--- config.mk ---
export PLATFORM = sky130hd
export DESIGN_NAME = ram_port_arbiter_flat
export DESIGN_NICKNAME = d
export VERILOG_FILES = /design/src/rtl/ram_port_arbiter_if.sv /design/src/rtl/ram_port_arbiter.sv /design/src/flat_wrapper.sv
export SDC_FILE = /design/constraint.sdc
export NUM_CORES = 1
export LEC_CHECK = 0
export BUFFER_PORTS_ARGS = -buffer_cell sky130_fd_sc_hd__buf_4
export CORE_UTILIZATION = 34
export DETAILED_ROUTE_END_ITERATION = 7
export PLACE_DENSITY_LB_ADDON = 0.05
export SLEW_MARGIN = 20
export SYNTH_ARGS = -nofsm -noshare
export SYNTH_HDL_FRONTEND = slang
export SYNTH_SLANG_ARGS = --single-unit
--- constraint.sdc ---
create_clock -name Clock -period 1.6 [get_ports Clock]
set_clock_uncertainty 0.1 [all_clocks]
set_input_delay 0.16 -clock Clock [delete_from_list [all_inputs] [get_ports Clock]]
set_output_delay 0.16 -clock Clock [all_outputs]
set_load 0.01 [all_outputs]
--- src/rtl/ram_port_arbiter_if.sv ---
// Bundle of the fetch port, load/store port and RAM-side signals seen by ram_port_arbiter.
// slave = arbiter view, master = requesters + RAM view.
interface ram_port_arbiter_if #(
    parameter int ADDR_W = 14,
    parameter int DATA_W = 32
) ();
    logic              IReq;
    logic [ADDR_W-1:0] IAddr;
    logic              IGrant;
    logic              IValid;
    logic [DATA_W-1:0] IRdata;

    logic              DReq;
    logic              DWrite;
    logic [ADDR_W-1:0] DAddr;
    logic [DATA_W-1:0] DWdata;
    logic              DGrant;
    logic              DValid;
    logic [DATA_W-1:0] DRdata;

    logic [ADDR_W-1:0] RamAddress;
    logic              RamMemWrite;
    logic [DATA_W-1:0] RamWriteData;
    logic [DATA_W-1:0] RamReadData;

    modport slave (
        input  IReq, IAddr, DReq, DWrite, DAddr, DWdata, RamReadData,
        output IGrant, IValid, IRdata, DGrant, DValid, DRdata,
        output RamAddress, RamMemWrite, RamWriteData
    );

    modport master (
        output IReq, IAddr, DReq, DWrite, DAddr, DWdata, RamReadData,
        input  IGrant, IValid, IRdata, DGrant, DValid, DRdata,
        input  RamAddress, RamMemWrite, RamWriteData
    );
endinterface

--- src/rtl/ram_port_arbiter.sv ---
// Shares a single-port synchronous-read word RAM between fetch (I) and load/store (D).
// Define ARB_ROUND_ROBIN_EN for alternating priority instead of D priority with starvation guard.
//
// owner state | meaning
// OWN_NONE    | no RAM access issued last cycle, no response due
// OWN_I       | fetch issued last cycle, RamReadData goes to IRdata
// OWN_D       | load/store issued last cycle, DValid due (data only for loads)
module ram_port_arbiter #(
    parameter int ADDR_W   = 14,
    parameter int DATA_W   = 32,
    parameter int MAX_WAIT = 4
) (
    input logic           Clock,
    input logic           Reset,
    ram_port_arbiter_if.slave bus
);
    typedef enum logic [1:0] {
        OWN_NONE = 2'd0,
        OWN_I    = 2'd1,
        OWN_D    = 2'd2
    } owner_e;

    owner_e            owner_q, owner_d;
    logic              store_q, store_d;
    logic [ADDR_W-1:0] hold_addr_q, hold_addr_d;

    logic              grant_i, grant_d, i_wins_tie;
    logic [ADDR_W-1:0] ram_addr;
    logic              ram_we;
    logic [DATA_W-1:0] ram_wdata;
    logic              i_valid, d_valid;

`ifdef ARB_ROUND_ROBIN_EN
    logic last_d_q, last_d_d;   // 1 when D won the most recent grant
    assign i_wins_tie = last_d_q;
`else
    logic [3:0] wait_cnt_q, wait_cnt_d;
    assign i_wins_tie = (wait_cnt_q == 4'(MAX_WAIT));
`endif

    always_comb begin
        grant_i     = 1'b0;
        grant_d     = 1'b0;
        ram_addr    = hold_addr_q;
        ram_we      = 1'b0;
        ram_wdata   = '0;
        owner_d     = OWN_NONE;
        store_d     = 1'b0;
        hold_addr_d = hold_addr_q;

        if (!Reset) begin
            if (bus.IReq && bus.DReq) begin
                grant_i = i_wins_tie;
                grant_d = !i_wins_tie;
            end else begin
                grant_i = bus.IReq;
                grant_d = bus.DReq;
            end
        end

        if (grant_d) begin
            ram_addr    = bus.DAddr;
            ram_we      = bus.DWrite;
            ram_wdata   = bus.DWdata;
            owner_d     = OWN_D;
            store_d     = bus.DWrite;
            hold_addr_d = bus.DAddr;
        end else if (grant_i) begin
            ram_addr    = bus.IAddr;
            owner_d     = OWN_I;
            hold_addr_d = bus.IAddr;
        end

`ifdef ARB_ROUND_ROBIN_EN
        last_d_d = last_d_q;
        if (grant_d) begin
            last_d_d = 1'b1;
        end else if (grant_i) begin
            last_d_d = 1'b0;
        end
`else
        if (grant_i || !bus.IReq) begin
            wait_cnt_d = 4'd0;
        end else if (wait_cnt_q != 4'(MAX_WAIT)) begin
            wait_cnt_d = wait_cnt_q + 4'd1;
        end else begin
            wait_cnt_d = wait_cnt_q;
        end
`endif
    end

    always_ff @(posedge Clock) begin
        if (Reset) begin
            owner_q     <= OWN_NONE;
            store_q     <= 1'b0;
            hold_addr_q <= '0;
`ifdef ARB_ROUND_ROBIN_EN
            last_d_q    <= 1'b0;
`else
            wait_cnt_q  <= 4'd0;
`endif
        end else begin
            owner_q     <= owner_d;
            store_q     <= store_d;
            hold_addr_q <= hold_addr_d;
`ifdef ARB_ROUND_ROBIN_EN
            last_d_q    <= last_d_d;
`else
            wait_cnt_q  <= wait_cnt_d;
`endif
        end
    end

    // Responses are masked while Reset is high so an in-flight access never pulses valid.
    assign i_valid = (owner_q == OWN_I) && !Reset;
    assign d_valid = (owner_q == OWN_D) && !Reset;

    assign bus.IGrant       = grant_i;
    assign bus.DGrant       = grant_d;
    assign bus.RamAddress   = ram_addr;
    assign bus.RamMemWrite  = ram_we;
    assign bus.RamWriteData = ram_wdata;
    assign bus.IValid       = i_valid;
    assign bus.IRdata       = i_valid ? bus.RamReadData : '0;
    assign bus.DValid       = d_valid;
    assign bus.DRdata       = (d_valid && !store_q) ? bus.RamReadData : '0;
endmodule

--- src/flat_wrapper.sv ---
// flat-port wrapper written by rule: the top's interface ports become plain ports
module ram_port_arbiter_flat 
#(
    parameter int ADDR_W   = 14,
    parameter int DATA_W   = 32,
    parameter int MAX_WAIT = 4
)
  (Clock, Reset, bus_IReq, bus_IAddr, bus_DReq, bus_DWrite, bus_DAddr, bus_DWdata, bus_RamReadData, bus_IGrant, bus_IValid, bus_IRdata, bus_DGrant, bus_DValid, bus_DRdata, bus_RamAddress, bus_RamMemWrite, bus_RamWriteData);
  ram_port_arbiter_if #(.ADDR_W(ADDR_W), .DATA_W(DATA_W)) bus_i ();
  input logic Clock;
  input logic Reset;
  input wire logic [$bits(bus_i.IReq)-1:0] bus_IReq;
  input wire logic [$bits(bus_i.IAddr)-1:0] bus_IAddr;
  input wire logic [$bits(bus_i.DReq)-1:0] bus_DReq;
  input wire logic [$bits(bus_i.DWrite)-1:0] bus_DWrite;
  input wire logic [$bits(bus_i.DAddr)-1:0] bus_DAddr;
  input wire logic [$bits(bus_i.DWdata)-1:0] bus_DWdata;
  input wire logic [$bits(bus_i.RamReadData)-1:0] bus_RamReadData;
  output wire logic [$bits(bus_i.IGrant)-1:0] bus_IGrant;
  output wire logic [$bits(bus_i.IValid)-1:0] bus_IValid;
  output wire logic [$bits(bus_i.IRdata)-1:0] bus_IRdata;
  output wire logic [$bits(bus_i.DGrant)-1:0] bus_DGrant;
  output wire logic [$bits(bus_i.DValid)-1:0] bus_DValid;
  output wire logic [$bits(bus_i.DRdata)-1:0] bus_DRdata;
  output wire logic [$bits(bus_i.RamAddress)-1:0] bus_RamAddress;
  output wire logic [$bits(bus_i.RamMemWrite)-1:0] bus_RamMemWrite;
  output wire logic [$bits(bus_i.RamWriteData)-1:0] bus_RamWriteData;
  assign bus_i.IReq = bus_IReq;
  assign bus_i.IAddr = bus_IAddr;
  assign bus_i.DReq = bus_DReq;
  assign bus_i.DWrite = bus_DWrite;
  assign bus_i.DAddr = bus_DAddr;
  assign bus_i.DWdata = bus_DWdata;
  assign bus_i.RamReadData = bus_RamReadData;
  assign bus_IGrant = bus_i.IGrant;
  assign bus_IValid = bus_i.IValid;
  assign bus_IRdata = bus_i.IRdata;
  assign bus_DGrant = bus_i.DGrant;
  assign bus_DValid = bus_i.DValid;
  assign bus_DRdata = bus_i.DRdata;
  assign bus_RamAddress = bus_i.RamAddress;
  assign bus_RamMemWrite = bus_i.RamMemWrite;
  assign bus_RamWriteData = bus_i.RamWriteData;
  ram_port_arbiter #(.ADDR_W(ADDR_W), .DATA_W(DATA_W), .MAX_WAIT(MAX_WAIT)) u_core (.Clock(Clock), .Reset(Reset), .bus(bus_i));
endmodule
Word level (Yosys, flattened, before mapping)
Cells that the tools add are included.
{"block": "word_totals", "elab_cells": 33, "output_inout_bits": 115, "ff_bits": 21, "input_bits": 97}
{"block": "classes", "n_reduce_logical": 11, "n_eq_ne": 4, "addsub": 1, "muxes": 12}
{"operator": "$mux W32", "count": 3}
{"operator": "$mux W14", "count": 2}
{"operator": "$mux W1", "count": 6}
{"operator": "$add A4 B1 Y4 const B", "count": 1}
{"operator": "$eq A4 B3 Y1 const B", "count": 1}
{"operator": "$logic_and A1 B1 Y1", "count": 4}
{"operator": "$logic_not A1 Y1", "count": 4}
{"operator": "$ne A4 B3 Y1 const B", "count": 1}
{"operator": "$reduce_or A2 Y1", "count": 2}
{"operator": "$eq A2 B1 Y1 const B", "count": 1}
{"operator": "$eq A2 B2 Y1 const B", "count": 1}
{"operator": "$mux W2", "count": 1}
{"operator": "$logic_or A1 B1 Y1", "count": 1}

Logic depth before layout (Yosys ltp)
Gate-level depths: netlist of run 1.
{"block": "depth", "ltp_word": 5, "ltp_mapped": 7, "ltp_nobuf": 6}

Worst setup path after synthesis of run 1
Ideal clock, no wire load.
{"block": "synth_timing", "path_kind": "register to output", "startpoint": "reg u_core.wait_cnt_q[0]", "endpoint": "out bus_RamWriteData[10]", "required_ns": 1.340, "stages_incl_launch_ff": 8, "setup_slack_ns": -0.058, "arrival_ns": 1.398, "path_buffers": 1, "path_cell_list": "dfxtp_1 -> inv_1 -> ha_1 -> nand4b_2 -> nand3b_2 -> inv_2 -> clkbuf_1 -> and2_1"}
{"block": "synth_via", "elab_chain_cells": 5}
{"element": "start: declaration", "line_no": "ram_port_arbiter.sv:37", "source": "logic [3:0] wait_cnt_q, wait_cnt_d;"}
{"element": "start signal: assignment", "line_no": "ram_port_arbiter.sv:109", "source": "wait_cnt_q <= wait_cnt_d;"}
{"element": "$eq A4 B3 Y1", "line_no": "ram_port_arbiter.sv:38", "source": "assign i_wins_tie = (wait_cnt_q == 4'(MAX_WAIT));"}
{"element": "$logic_not A1 Y1", "line_no": "ram_port_arbiter.sv:54", "source": "grant_d = !i_wins_tie;"}
{"element": "$mux W1", "line_no": "ram_port_arbiter.sv:52", "source": "if (bus.IReq && bus.DReq) begin"}
{"element": "$mux W1", "line_no": "ram_port_arbiter.sv:51", "source": "if (!Reset) begin"}
{"element": "$mux W32", "line_no": "ram_port_arbiter.sv:61", "source": "if (grant_d) begin"}
{"element": "end: declaration", "line_no": "flat_wrapper.sv:27", "source": "output wire logic [$bits(bus_i.RamWriteData)-1:0] bus_RamWriteData;"}
No other way between the ends.

Final worst setup path of run 1
{"block": "layout_timing", "startpoint": "reg u_core.wait_cnt_q[0]", "endpoint": "out bus_RamAddress[11]"}
{"block": "layout_via", "elab_chain_cells": 5, "word_cells_on_any_way": 8, "cone_classes": "eq/ne: 1; mux: 6; reduce/logical: 1"}
{"element": "$eq A4 B3 Y1 *", "line_no": "ram_port_arbiter.sv:38"}
{"element": "$mux W1 / $logic_not A1 Y1 (equally long branches)", "line_no": "ram_port_arbiter.sv:52, ram_port_arbiter.sv:54"}
{"element": "$mux W1, on equally long branches", "line_no": "ram_port_arbiter.sv:51, ram_port_arbiter.sv:52"}
{"element": "$mux W14 / $mux W1 (equally long branches)", "line_no": "ram_port_arbiter.sv:68, ram_port_arbiter.sv:51"}
{"element": "$mux W14 *", "line_no": "ram_port_arbiter.sv:61"}
{"element": "end: declaration", "line_no": "flat_wrapper.sv:25", "source": "output wire logic [$bits(bus_i.RamAddress)-1:0] bus_RamAddress;"}
Mark *: on every way between the ends. The rest lies on a longest branch, timed or not.

==> results of run 1 <==
[cells in the mapped netlist]
master and number:
a21oi_1 16, and2_1 98, and2b_1 1, buf_1 3
buf_2 6, buf_4 1, buf_6 4, clkbuf_1 12
dfxtp_1 21, ha_1 2, inv_1 4, inv_2 2
mux2i_1 14, nand2_1 1, nand2b_1 15, nand3_1 1
nand3b_1 1, nand3b_2 1, nand4b_2 1, nor2_1 4
nor3b_1 1, nor3b_2 1, o221a_1 10, o221a_2 18
o311a_1 14, or2_1 1, or3_1 14, or3b_1 1
xnor2_1 1, xor2_1 1
[metal layers]
metal | GRT usage | wire length [µm] | part of all wire | vias up
met3 | 0.07363 | 891 | 0.087 | 10
li1 | - | - | - | 1414
met2 | 0.4810 | 5556 | 0.54 | 131
met4 | 0.02456 | 80 | 0.0078 | 0
met1 | 0.2719 | 3748 | 0.36 | 1440
met5 | 0 | 0 | 0 | -
[area by class of cell]
class,instances,area share
Clock buffer,3,0.008737
Multi-Input combinational cell,217,0.3918
Inverter,6,0.005825
Timing Repair Buffer,246,0.4827
Sequential cell,21,0.09002
Clock inverter,1,0.001059
Tap cell,75,0.01986
[cells by family (layout without fill, tap and decap cells)]
logic type / count (synthesis) / after routing / synth area share
simple gates: 141 / 141 / 0.4076
compound gates: 58 / 58 / 0.2440
buf+inv: 32 / 256 / 0.07354
flops: 21 / 21 / 0.1916
mux: 14 / 14 / 0.06385
fa+ha+maj: 2 / 2 / 0.01140
xor+xnor: 2 / 2 / 0.007983
[cells in the final DEF (no fill, tap or decap), types with 4 or more instances in the layout]
cell type,n
nand2b_1,15
buf_6,89
o221a_2,14
buf_12,5
nor2_1,4
o221a_4,4
buf_4,149
a21oi_1,15
mux2i_1,14
and2_4,63
and2_1,35
o221a_1,10
dfxtp_2,4
dfxtp_1,17
or3_1,14
o311a_1,14
[what timing repair did]
item	in CTS	in global routing
endpoints found under the setup margin	81	114
hold endpoints to repair	0	1
pin swaps	32	48
resized for setup	87	84
gates cloned	2	6
buffers inserted	2	3
hold buffers	0	1
[registers in the layout, indices dropped and copies added, names as in the netlist]
| name | cells |
|---|---|
| u_core.owner_q | 2 |
| u_core.wait_cnt_q | 4 |
| u_core.hold_addr_q | 14 |
| u_core.store_q | 1 |
[report_power, final]
part           switching, mW  leakage, nW  internal [mW]
Clock                  0.186       0.0255          0.174
Sequential            0.0199        0.175          0.555
Combinational          0.376         2.13          0.577
Total                  0.582         2.33           1.31
[through the flow]
step	setup WS (ns)	util	setup TNS [ns]
floorplan	0.008731	-	0
global placement	-0.02951	0.6561	-0.6810
detailed placement	-0.03862	0.6561	-0.6507
CTS	-0.3221	0.7149	-16.48
global route	-0.4224	0.7797	-26.40
finish	-0.3457	0.7797	-18.96
[worst register-to-register path: cells and delay by family, from the launching register on]
family | cells | cell delay [ns]
simple gates | 1 | 0.14
compound gates | 1 | 0.28
buf+inv | 3 | 0.42
flops | 1 | 0.33
fa+ha+maj | 1 | 0.13
[worst paths after layout]
path	start	end	slack, ns	cells past startpoint
worst max register to register	u_core.wait_cnt_q[0]	u_core.hold_addr_q[13]	0.09	6
worst min register to register	u_core.wait_cnt_q[0]	u_core.wait_cnt_q[0]	0.42	2
worst max-delay path	u_core.wait_cnt_q[0]	bus_RamAddress[11]	-0.35	7
worst min-delay path	bus_DAddr[5]	u_core.hold_addr_q[5]	0.07	2
==> impl_metrics.toml, run 1 <==
[drt]
wl_per_cell_um = 18.06
drt_iter0_drc = 99
vias = 2995
drt.antenna.violating_nets = 0
route.detailed.drc = 0
drt_first_pass_iters = 4
vias_per_cell = 5.264
postRouteWirelength_mm = 10.28

[synthesis]
synth_top_area_cell = "and2_1"
seq_area_frac_synth = 0.1916
netlist_area_um2 = 2195
synth_cells = 270
synth_area_leaders = "and2_1 (28%), dfxtp_1 (19%), o221a_2 (9.2%)"
syn_nets = 369
avgSynthCellArea_um2 = 8.128
synth_seq_cells = 21
yosys_warnings = 0
ys_types = 30
synth_top_area_frac = 0.2794

[clocking]
cts-root-buf = "clkbuf_8"
worstSkewPairLatency_ns = 0.26
cts.htree.levels = 1
clkSinkCount = 21
numCtsBuffers = 3
clockBufferDepth = 2
tritoncts = "built"
clkSlewWorstSetupHoldPaths_ns = 0.08

[placement]
placed_area_um2 = 3976
hpwl_mm = 6.980
place.gp.congestion = 0.7739
placedCellCount = 552
port_buffers = 211

[timing]
max_freq_ghz = 0.5139
finalCriticalPeriod_ns = 1.946
whs_ns = 0.06671
finalHoldViolCount = 0
finalCritPeriodShare = 1.216
slew_headroom = 0.7641
final_max_slew_viol_count = 0
fin_ws_ns = -0.3457
grt_setup_unrepaired = "yes"
worstMarginPinSlew_ns = 0.3538
final-setup-viol-count = 112

[floorplan]
die_h_um = 82.34
io_pins = 212
core_um2 = 6061
row_count = 28
start_util = 0.3621
die_w_um = 82.34
dieArea_um2 = 6780

[power]
leakage_nw = 2.335
powerDensity_nw_per_um2 = 399.4
vdd.ir_drop.worst_uv = 419.9
finalPower_mw = 1.887

[global_route]
grt_max_degree = 36
antenna_found_initial = 0
track_usage = 0.2486
grt_overflow = 0
grt_pass1_wl_mm = 12.99
grt_pass1_vias = 2706

[setup_path]
critPathKind = "reg -> out"
critPathSlowestCell = "dfxtp_2"
crit_chain = "inv_2 > ha_4 > nand3b_1 > or2_4 > clkbuf_16 > o221a_1 > buf_6"
crit_family = "simple AND/OR/NAND/NOR gates"
worst-path-max-fanout = 7
crit_required_ns = 1.34
cp_data_arrival_time_ns = 1.69
worst_path_largest_cell_delay_ns = 0.33
crit_buf_inv = 3
worstSetupEndpointType = "primary output"
start_kind = "flop"

[run_status]
violations = "setup timing"
outcome = "finished with violations"

[final_layout]
drive_gt1_frac = 0.7004
finalNetCount = 594
seq_area_um2 = 425.4
finalNonFillerCells = 569
final.fill_count = 428
fin_area_um2 = 4726
multi_input_area_um2 = 1852
insertedDiodeCount = 0
areaGrowthSynthToFinish_pct = 115.3

[flow_run]
drv_cap = 0

[hold_path]
hold_class = "in -> reg"
Power figures use the tool's default switching activity.
==> run 2, diff against run 1 <==
--- a/config.mk
+++ b/config.mk
@@ -8,7 +8,7 @@
 export BUFFER_PORTS_ARGS = -buffer_cell sky130_fd_sc_hd__buf_4
 export CORE_UTILIZATION = 34
 export DETAILED_ROUTE_END_ITERATION = 7
-export PLACE_DENSITY_LB_ADDON = 0.05
+export PLACE_DENSITY = 0.84
 export SLEW_MARGIN = 20
 export SYNTH_ARGS = -nofsm -noshare
 export SYNTH_HDL_FRONTEND = slang
==> constraint.sdc (replaced) <==
create_clock -name Clock -period 1.62 [get_ports Clock]
set_clock_uncertainty 0.1 [all_clocks]
set_input_delay 0.162 -clock Clock [delete_from_list [all_inputs] [get_ports Clock]]
set_output_delay 0.162 -clock Clock [all_outputs]
set_load 0.01 [all_outputs]
==> run 2 against run 1 <==
Against the previous run:
- the flow still finishes with violations (setup timing)
- routed wire length up 27%
- critical path depth unchanged
- total power is 6.1% higher
- setup slack got worse by 0.064 ns
- worst hold slack worse by 0.050 ns
- utilization grew 6.1 points
- die area unchanged
- clock power fell by 1%
- global-route usage rose by 1.1 points
- sequential share of layout area shrank 0.65 points
- final area increased by 7.8%
- sequential power is 1% lower
==> impl_metrics.toml, run 2 (synthesized netlist as in run 1, its figures left out) <==
[clocking]
clkSinkCount = 21
worstSkewPairLatency_ns = 0.26
cts-root-buf = "clkbuf_8"
ctsHoldBuffers = 0
tritoncts = "built"
cts.htree.levels = 1
numCtsBuffers = 3
clkSlewWorstSetupHoldPaths_ns = 0.08
clockBufferDepth = 2

[setup_path]
worstSetupEndpointType = "primary output"
crit_required_ns = 1.36
crit_chain = "inv_2 > ha_4 > nand3b_1 > or2_4 > buf_6 > o221a_1 > buf_4"
start_kind = "flop"
worst_path_largest_cell_delay_ns = 0.33
worst-path-max-fanout = 6
critPathSlowestCell = "dfxtp_2"
critPathKind = "reg -> out"
cp_data_arrival_time_ns = 1.77

[final_layout]
drive_gt1_frac = 0.7753
finalNetCount = 603
final.fill_count = 328
areaGrowthSynthToFinish_pct = 132.2
largestRegisters = "u_core.hold_addr_q (14), u_core.wait_cnt_q (4), u_core.owner_q (2)"
largest_register = "u_core.hold_addr_q"
layout_common_cells = "buf_6 (123), buf_4 (117), and2_4 (97), dfxtp_1 (17)"
largest_reg_flops = 14
fin_area_um2 = 5096
final_common_cell = "buf_6"
insertedDiodeCount = 0

[placement]
port_buffers = 211
place.gp.congestion = 0.8017
hpwl_mm = 7.173
placed_area_um2 = 3946

[floorplan]
core_um2 = 6061
die_w_um = 82.34
start_util = 0.3621
dieArea_um2 = 6780
row_count = 28
die_h_um = 82.34
io_pins = 212

[global_route]
grt_overflow = 0
grt_pass1_wl_mm = 13.39
grt_pass1_vias = 2657
antenna_found_initial = 0
grt_max_degree = 36
track_usage = 0.2593

[drt]
drt_iter0_drc = 136
drt_first_pass_iters = 6
vias = 3235
drt.antenna.violating_nets = 0
route.detailed.drc = 0
postRouteWirelength_mm = 13.07
wl_per_cell_um = 22.61
vias_per_cell = 5.597

[run_status]
outcome = "finished with violations"
violations = "setup timing"

[power]
leakage_nw = 2.483
powerDensity_nw_per_um2 = 392.9
finalPower_mw = 2.002
vdd.ir_drop.worst_uv = 516.7

[timing]
fin_ws_ns = -0.4092
whs_ns = 0.01658
worstMarginPinSlew_ns = 0.3552
max_freq_ghz = 0.4928
slew_headroom = 0.7632
final-setup-viol-count = 114
grt_setup_unrepaired = "yes"
finalHoldViolCount = 0
final_max_slew_viol_count = 0
finalCritPeriodShare = 1.253
finalCriticalPeriod_ns = 2.029

[flow_run]
drv_cap = 0

[hold_path]
hold_class = "in -> reg"
==> run 2: routing by layer <==
metal,vias to the layer above,track usage,routed length (µm)
met1,1536,0.3230,4528
met4,0,0.05088,477
li1,1441,-,-
met5,-,0,0
met2,216,0.4645,6807
met3,42,0.04505,1257
==> run 2: per-stage QoR <==
stage	cells	setup TNS [ns]	worst slack [ns]	util
2_1_floorplan	270	0	0.001664	-
3_3_place_gp	553	-0.8573	-0.04153	0.6511
3_5_place_dp	553	-3.344	-0.1080	0.6511
4_1_cts	564	-12.48	-0.3210	0.7213
5_1_grt	578	-27.01	-0.4305	0.8408
6_report	578	-22.13	-0.4092	0.8408
==> run 2: final timing paths <==
path	slack (ns)	from	cells after the start	end
min	0.02	bus_DWrite	2	u_core.store_q
min reg2reg	0.42	u_core.wait_cnt_q[0]	2	u_core.wait_cnt_q[0]
max reg2reg	0.03	u_core.wait_cnt_q[1]	6	u_core.wait_cnt_q[3]
max	-0.41	u_core.wait_cnt_q[1]	7	bus_RamAddress[12]
==> run 2: area by class of cell <==
class / instances / area, µm² / area share
Clock buffer: 4 / 45.04 / 0.008839
Inverter: 6 / 35.03 / 0.006875
Multi-Input combinational cell: 217 / 1956 / 0.3837
Sequential cell: 21 / 425.4 / 0.08348
Tap cell: 75 / 93.84 / 0.01841
Timing Repair Buffer: 249 / 2459 / 0.4824
Timing Repair inverter: 6 / 82.58 / 0.01620
==> run 2: repair_timing <==
item,CTS,global route
endpoints found under the hold margin,0,0
gates resized for setup,81,180
pin swaps,17,92
setup endpoints to repair,81,130
buffers inserted,11,7
cloned,2,11
==> run 2: report_power, final <==
group	leakage (nW)	total, mW	internal (mW)	switching [mW]
combinational	2.28	1.08	0.631	0.446
clock	0.0228	0.356	0.176	0.180
sequential	0.175	0.569	0.548	0.0215
total	2.48	2.00	1.35	0.648
==> run 2: worst max-delay path, delay by kind of cell (launching register included) <==
family          cells  cell delay, ns
flops               1            0.33
compound gates      1            0.25
fa+ha+maj           1            0.15
buf+inv             3            0.37
simple gates        2            0.40
